File: src/rtl/in_service_register.sv
// 8259A In-Service Register stage: captures acknowledged levels on the first
// INTA, clears them on EOI or on the second INTA in AEOI mode, and maintains
// the rotating lowest-priority pointer used by the priority resolver.
// Optional: define ISR_EOI_ERROR_EN to add the eoi_error output.

// One in-service bit; a set in the same cycle as a clear wins.
module isr_cell (
  input  logic clk,
  input  logic reset,
  input  logic set,
  input  logic clr,
  output logic q
);
  // Bit state: set has precedence over clear.
  always_ff @(posedge clk or posedge reset) begin
    if (reset)    q <= 1'b0;
    else if (set) q <= 1'b1;
    else if (clr) q <= 1'b0;
  end
endmodule

module in_service_register #(
  parameter int NUM_IR = 8
) (
  input  logic              clk,
  input  logic              reset,
  input  logic              inta_1,
  input  logic              inta_2,
  input  logic [NUM_IR-1:0] ack_vector,
  input  logic              aeoi_mode,
  input  logic              ocw2_valid,
  input  logic [2:0]        ocw2_cmd,
  input  logic [2:0]        ocw2_level,
  output logic [NUM_IR-1:0] isr,
  output logic [2:0]        lowest_priority,
  output logic              rotate_aeoi,
`ifdef ISR_EOI_ERROR_EN
  output logic              eoi_error,
`endif
  output logic              in_service
);
  localparam logic [2:0] CMD_CLR_ROT = 3'b000;
  localparam logic [2:0] CMD_NS_EOI  = 3'b001;
  localparam logic [2:0] CMD_SP_EOI  = 3'b011;
  localparam logic [2:0] CMD_SET_ROT = 3'b100;
  localparam logic [2:0] CMD_ROT_NS  = 3'b101;
  localparam logic [2:0] CMD_SET_PRI = 3'b110;
  localparam logic [2:0] CMD_ROT_SP  = 3'b111;

  logic [2:0]        cur_level;
  logic [2:0]        ack_idx;
  logic              ack_any;
  logic              ns_found;
  logic [2:0]        ns_level;
  logic [NUM_IR-1:0] set_vec;
  logic [NUM_IR-1:0] clr_vec;
  logic [2:0]        lp_nxt;
  logic              rot_nxt;
  logic              err_nxt;

  assign ack_any    = |ack_vector;
  assign in_service = |isr;

  // Encode the one-hot acknowledge vector into a level index.
  always_comb begin
    ack_idx = '0;
    for (int i = 0; i < NUM_IR; i++)
      if (ack_vector[i]) ack_idx = 3'(i);
  end

  // Highest-priority in-service level: scan from lowest_priority+1 with wrap.
  always_comb begin
    logic [2:0] idx;
    ns_found = 1'b0;
    ns_level = '0;
    for (int k = 1; k <= NUM_IR; k++) begin
      idx = lowest_priority + 3'(k);
      if (!ns_found && isr[idx]) begin
        ns_found = 1'b1;
        ns_level = idx;
      end
    end
  end

  // Clear/set vectors and pointer/flag next state; OCW2 overrides AEOI rotation.
  always_comb begin
    set_vec = '0;
    clr_vec = '0;
    lp_nxt  = lowest_priority;
    rot_nxt = rotate_aeoi;
    err_nxt = 1'b0;
    if (inta_1 && ack_any) set_vec = ack_vector;
    if (inta_2 && aeoi_mode) begin
      clr_vec[cur_level] = 1'b1;
      if (rotate_aeoi) lp_nxt = cur_level;
    end
    if (ocw2_valid) begin
      unique case (ocw2_cmd)
        CMD_NS_EOI, CMD_ROT_NS: begin
          if (ns_found) begin
            clr_vec[ns_level] = 1'b1;
            if (ocw2_cmd == CMD_ROT_NS) lp_nxt = ns_level;
          end
          err_nxt = !ns_found;
        end
        CMD_SP_EOI, CMD_ROT_SP: begin
          clr_vec[ocw2_level] = 1'b1;
          if (ocw2_cmd == CMD_ROT_SP) lp_nxt = ocw2_level;
          err_nxt = !isr[ocw2_level];
        end
        CMD_SET_PRI: lp_nxt  = ocw2_level;
        CMD_SET_ROT: rot_nxt = 1'b1;
        CMD_CLR_ROT: rot_nxt = 1'b0;
        default: ;
      endcase
    end
  end

  // One storage cell per interrupt level.
  for (genvar g = 0; g < NUM_IR; g++) begin : g_cell
    isr_cell u_cell (
      .clk  (clk),
      .reset(reset),
      .set  (set_vec[g]),
      .clr  (clr_vec[g]),
      .q    (isr[g])
    );
  end

  // Level being serviced; only a real (non-spurious) acknowledge reloads it.
  always_ff @(posedge clk or posedge reset) begin
    if (reset)                  cur_level <= '0;
    else if (inta_1 && ack_any) cur_level <= ack_idx;
  end

  // Priority pointer and rotate-in-AEOI flag.
  always_ff @(posedge clk or posedge reset) begin
    if (reset) begin
      lowest_priority <= 3'd7;
      rotate_aeoi     <= 1'b0;
    end else begin
      lowest_priority <= lp_nxt;
      rotate_aeoi     <= rot_nxt;
    end
  end

`ifdef ISR_EOI_ERROR_EN
  // One-cycle pulse after an EOI that found nothing to clear.
  always_ff @(posedge clk or posedge reset) begin
    if (reset) eoi_error <= 1'b0;
    else       eoi_error <= err_nxt;
  end
`endif

endmodule

File: config.mk
export PLATFORM = sky130hd
export DESIGN_NAME = in_service_register
export DESIGN_NICKNAME = d
export VERILOG_FILES = /design/src/rtl/in_service_register.sv
export SDC_FILE = /design/constraint.sdc
export NUM_CORES = 1
export LEC_CHECK = 0
export BUFFER_PORTS_ARGS = -buffer_cell sky130_fd_sc_hd__buf_2
export CAP_MARGIN = 15
export CORE_MARGIN = 1
export CORE_UTILIZATION = 45
export CTS_CLUSTER_SIZE = 10
export DETAILED_ROUTE_END_ITERATION = 16
export PLACE_DENSITY = 0.62
export SYNTH_ARGS = -nofsm -noshare
export SYNTH_HDL_FRONTEND = slang
export SYNTH_SLANG_ARGS = --single-unit
File: constraint.sdc
create_clock -name clk -period 5.4 [get_ports clk]
set_clock_uncertainty 0.2 [all_clocks]
set_input_delay 0.54 -clock clk [delete_from_list [all_inputs] [get_ports clk]]
set_output_delay 0.54 -clock clk [all_outputs]
set_load 0.02 [all_outputs]
==> report_table.html <==
<table>
<tr><th>Metric</th><th>Value</th></tr>
<tr><th colspan="2">Job</th></tr>
<tr><td>Maxcap violations</td><td>0</td></tr>
<tr><th colspan="2">Logic synthesis</th></tr>
<tr><td>Cells after Synth</td><td>~240</td></tr>
<tr><td>Synth Warn #</td><td>0</td></tr>
<tr><td>Mapped cell area</td><td>between 2000 and 2500 sq um</td></tr>
<tr><td>Sequential fraction of the synthesis area</td><td>17.5%</td></tr>
<tr><td>Asr flop ratio synth</td><td>between 90% and 100%</td></tr>
<tr><td>Most used DFF post-synth</td><td>dfrtp_1</td></tr>
<tr><td>Post-synth EDFFs</td><td>0</td></tr>
<tr><td>Post-synthesis cell type count</td><td>63</td></tr>
<tr><td>Total of flip-flops plus latches after synthesis</td><td>15</td></tr>
<tr><td>Mapped Avg Cell Area</td><td>between 8 and 9 sq um</td></tr>
<tr><td>Post-synth net total</td><td>roughly 260</td></tr>
<tr><th colspan="2">Worst setup path</th></tr>
<tr><td>Internal reg-to-reg setup slack</td><td>between 1000 and 1500 ps</td></tr>
<tr><td>Worst path arrival time</td><td>3470 ps</td></tr>
<tr><td>Capturing instance or port of the critical path</td><td>in_service</td></tr>
<tr><td>Critical path, cell by cell</td><td>bufinv_8 &gt; ha_1 &gt; mux4_2 &gt; mux2_4 &gt; and4b_2 &gt; nand3_1 &gt; buf_2</td></tr>
<tr><td>Sum of buffers and inverters on the critical path</td><td>2</td></tr>
<tr><td>Largest delay share family, worst path</td><td>multiplexers</td></tr>
<tr><td>Worst-path cell with the longest stage delay</td><td>dfstp_2</td></tr>
<tr><td>WP depth</td><td>7</td></tr>
<tr><td>Element type at the critical path start</td><td>register</td></tr>
<tr><td>Type of destination of the critical path</td><td>primary output</td></tr>
<tr><td>RR Startpoint</td><td>lowest_priority[0]</td></tr>
<tr><td>Critical path fanouts, max</td><td>15</td></tr>
<tr><td>Cell depth of the worst flop-to-flop path</td><td>10</td></tr>
<tr><td>CP required</td><td>between 4000 and 5000 ps</td></tr>
<tr><td>Capture instance of the worst register-to-register path</td><td>g_cell[5].u_cell.q</td></tr>
<tr><td>Critical path's largest stage delay</td><td>slightly below 800 ps</td></tr>
<tr><td>Category of the critical setup timing path</td><td>reg2out</td></tr>
<tr><td>Start point of the critical path</td><td>lowest_priority[0]</td></tr>
<tr><th colspan="2">Timing</th></tr>
<tr><td>Max Freq</td><td>roughly 0.24 GHz</td></tr>
<tr><td>Unrepaired setup endpoints after global routing</td><td>false</td></tr>
<tr><td>Total negative slack</td><td>0 ps</td></tr>
<tr><td>Minimum setup slack in the final design</td><td>1190 ps</td></tr>
<tr><td>Period minus WS final</td><td>roughly 4200 ps</td></tr>
<tr><td>Slew headroom</td><td>59.8%</td></tr>
<tr><td>Final worst path period share</td><td>between 70 and 80%</td></tr>
<tr><td>Worst-Margin Slew</td><td>between 600 and 700 ps</td></tr>
<tr><td>Hold Slack</td><td>~140 ps</td></tr>
<tr><td>Total count of max-transition violations in the final report</td><td>0</td></tr>
<tr><td>Hold violation count in the final report</td><td>0</td></tr>
<tr><td>Number of failing setup endpoints in the final timing report</td><td>0</td></tr>
<tr><th colspan="2">Global routing</th></tr>
<tr><td>Via count of the first global-routing pass</td><td>about 1.9k</td></tr>
<tr><td>Wire length of the first global-routing pass</td><td>between 9000 and 10000 um</td></tr>
<tr><td>Overall fraction of global-route tracks in use</td><td>23.7%</td></tr>
<tr><td>Antenna violations before repair</td><td>0</td></tr>
<tr><td>Maximum number of pins on one net before global-route repair</td><td>20</td></tr>
<tr><td>Final global-route overflow total</td><td>0</td></tr>
<tr><th colspan="2">Worst hold path</th></tr>
<tr><td>Path type of the worst min-delay path</td><td>in2async</td></tr>
<tr><th colspan="2">Power</th></tr>
<tr><td>Power density over cell area</td><td>389 nW/um^2</td></tr>
<tr><td>Total power</td><td>around 910 uW</td></tr>
<tr><td>VDD IR-drop max</td><td>~0.17 mV</td></tr>
<tr><td>Static leakage power</td><td>roughly 0.9 nW</td></tr>
<tr><th colspan="2">Floorplanning</th></tr>
<tr><td>Area of the core</td><td>4500 sq um</td></tr>
<tr><td>Ports</td><td>33</td></tr>
<tr><td>Die extent in x</td><td>roughly 70 um</td></tr>
<tr><td>Starting density of the core</td><td>48.1%</td></tr>
<tr><td>Floorplan die height</td><td>between 70 and 80 um</td></tr>
<tr><td>Total Die Area</td><td>a little over 5000 sq um</td></tr>
<tr><td># rows</td><td>24</td></tr>
<tr><th colspan="2">Clock tree</th></tr>
<tr><td>Cells resized by post-CTS repair</td><td>0</td></tr>
<tr><td>Cell chosen for the clock root</td><td>clkbuf_8</td></tr>
<tr><td>Level count of the clock H-tree</td><td>1</td></tr>
<tr><td>Setup bufs post-CTS</td><td>0</td></tr>
<tr><td>Number of buffers on the longest clock path</td><td>2</td></tr>
<tr><td>CTS Sinks</td><td>15</td></tr>
<tr><td>Inserted Clock Buffers</td><td>3</td></tr>
<tr><td>Clock tree from TritonCTS</td><td>done</td></tr>
<tr><td>Clock transition at the register clock pins on the worst setup and hold paths after CTS</td><td>about 70 ps</td></tr>
<tr><td>Clock insertion delay at the later pin of the skew report</td><td>~260 ps</td></tr>
<tr><td>Number of buffers inserted for hold repair after clock tree synthesis</td><td>0</td></tr>
<tr><th colspan="2">Placement</th></tr>
<tr><td>Pre-CTS WS</td><td>roughly 1300 ps</td></tr>
<tr><td>Sum of net half-perimeters after detailed placement</td><td>around 4400 um</td></tr>
<tr><td>Placed instance area</td><td>approximately 2300 sq um</td></tr>
<tr><td>RePlAce Congestion</td><td>0.853</td></tr>
<tr><td>Number of placed instances with taps included</td><td>a little over 300</td></tr>
<tr><td>Count of buffers inserted at the top-level ports</td><td>32</td></tr>
<tr><th colspan="2">Routing</th></tr>
<tr><td>Number of vias in the routed layout</td><td>about 2.0k</td></tr>
<tr><td>Average wire per cell in the routed design</td><td>18.5 um</td></tr>
<tr><td>Wirelength, routed</td><td>between 5000 and 6000 um</td></tr>
<tr><td>First-pass iteration count of the detailed router</td><td>4</td></tr>
<tr><td>Violation count after the first detailed-route iteration</td><td>111</td></tr>
<tr><td>Residual DRC</td><td>0</td></tr>
<tr><td>Via-per-instance ratio</td><td>roughly 6.4</td></tr>
<tr><td>Post-route ant nets</td><td>0</td></tr>
<tr><th colspan="2">Layout</th></tr>
<tr><td>Final std cell area, no fill</td><td>around 2300 sq um</td></tr>
<tr><td>Fraction of layout instances using a drive strength above 1</td><td>28.4%</td></tr>
<tr><td>Final Core Density</td><td>approximately half</td></tr>
<tr><td>Layout Nets</td><td>between 200 and 300</td></tr>
<tr><td>N_diodes</td><td>0</td></tr>
<tr><td>Final Instance Count excl. Fillers</td><td>313</td></tr>
<tr><td>Top library cells by usage in the layout, fill and taps aside</td><td>33 x nand2_1, 32 x buf_2, 23 x o21ai_0</td></tr>
<tr><td>Area grow syn2layout</td><td>7.39%</td></tr>
<tr><td>Most common library cell in the layout ignoring fill and taps</td><td>nand2_1</td></tr>
<tr><th colspan="2">Run status</th></tr>
<tr><td>Result of the run</td><td>completed</td></tr>
</table>
worst register-to-register path, cell delays in order, from the launching register on:
cell	delay, ps
dfstp_2	780
bufinv_8	280
ha_1	500
mux4_2	630
mux2_4	330
and4b_2	350
nand3_1	110
o22ai_2	200
nor3b_2	290
a221oi_2	90
a211o_1	280
metal layers:
layer / global-route usage, % / routed length [um] / vias to the layer above
li1: - / - / 962
met5: 0 / 0 / -
met4: 9.11 / 113 / 0
met2: 41.9 / 2940 / 51
met3: 1.69 / 211 / 9
met1: 30.3 / 2530 / 991
kinds of logic after synthesis:
family	after synthesis	synth area share [%]
AOI/OAI and AO/OA	79	26.5
xor gates and xnor gates	3	1.21
adders and majority gates	2	1.15
buffers and inverters	29	8.31
DFF	15	17.5
muxes	29	25.9
and+or+nand+nor	84	19.5
synthesized netlist by cell type, types with 5 or more instances:
master,n,area share [%]
buf_4,9,3.1
a21oi_1,12,2.8
o21ai_0,23,5.3
nand3_1,8,1.8
inv_1,11,1.9
dfrtp_1,12,14
a31oi_1,5,1.4
nand2_1,33,5.7
nor2_1,19,3.3
mux4_2,14,15
how the worst min path moves through the flow:
stage               cells after the start                  to
detailed placement                      2         rotate_aeoi
global placement                        2         rotate_aeoi
global route                            2  g_cell[4].u_cell.q
CTS                                     2  g_cell[6].u_cell.q
finish                                  2  g_cell[6].u_cell.q
floorplan                               1        cur_level[0]
report_power, final:
group	switching, mW	leakage, nW	internal [mW]	total, mW
registers	0.0626	0.154	0.137	0.200
clock network	0.0455	0.0217	0.0520	0.0975
logic	0.331	0.712	0.278	0.610
total	0.439	0.888	0.467	0.907
final cells by class:
cell class | count | area, sq um
clock buffer | 3 | 41.3
inverter | 12 | 58.8
multi-input combinational | 197 | 1610
clock inverter | 1 | 7.51
timing repair buffer | 33 | 168
sequential | 15 | 379
tap | 52 | 65.1
fill | 441 | 2180
state kept, by name (all words and copies together) (netlist names):
name,count
g_cell.u_cell.q,8
cur_level,3
lowest_priority,3
rotate_aeoi,1
(Power assumes the default switching activity.)
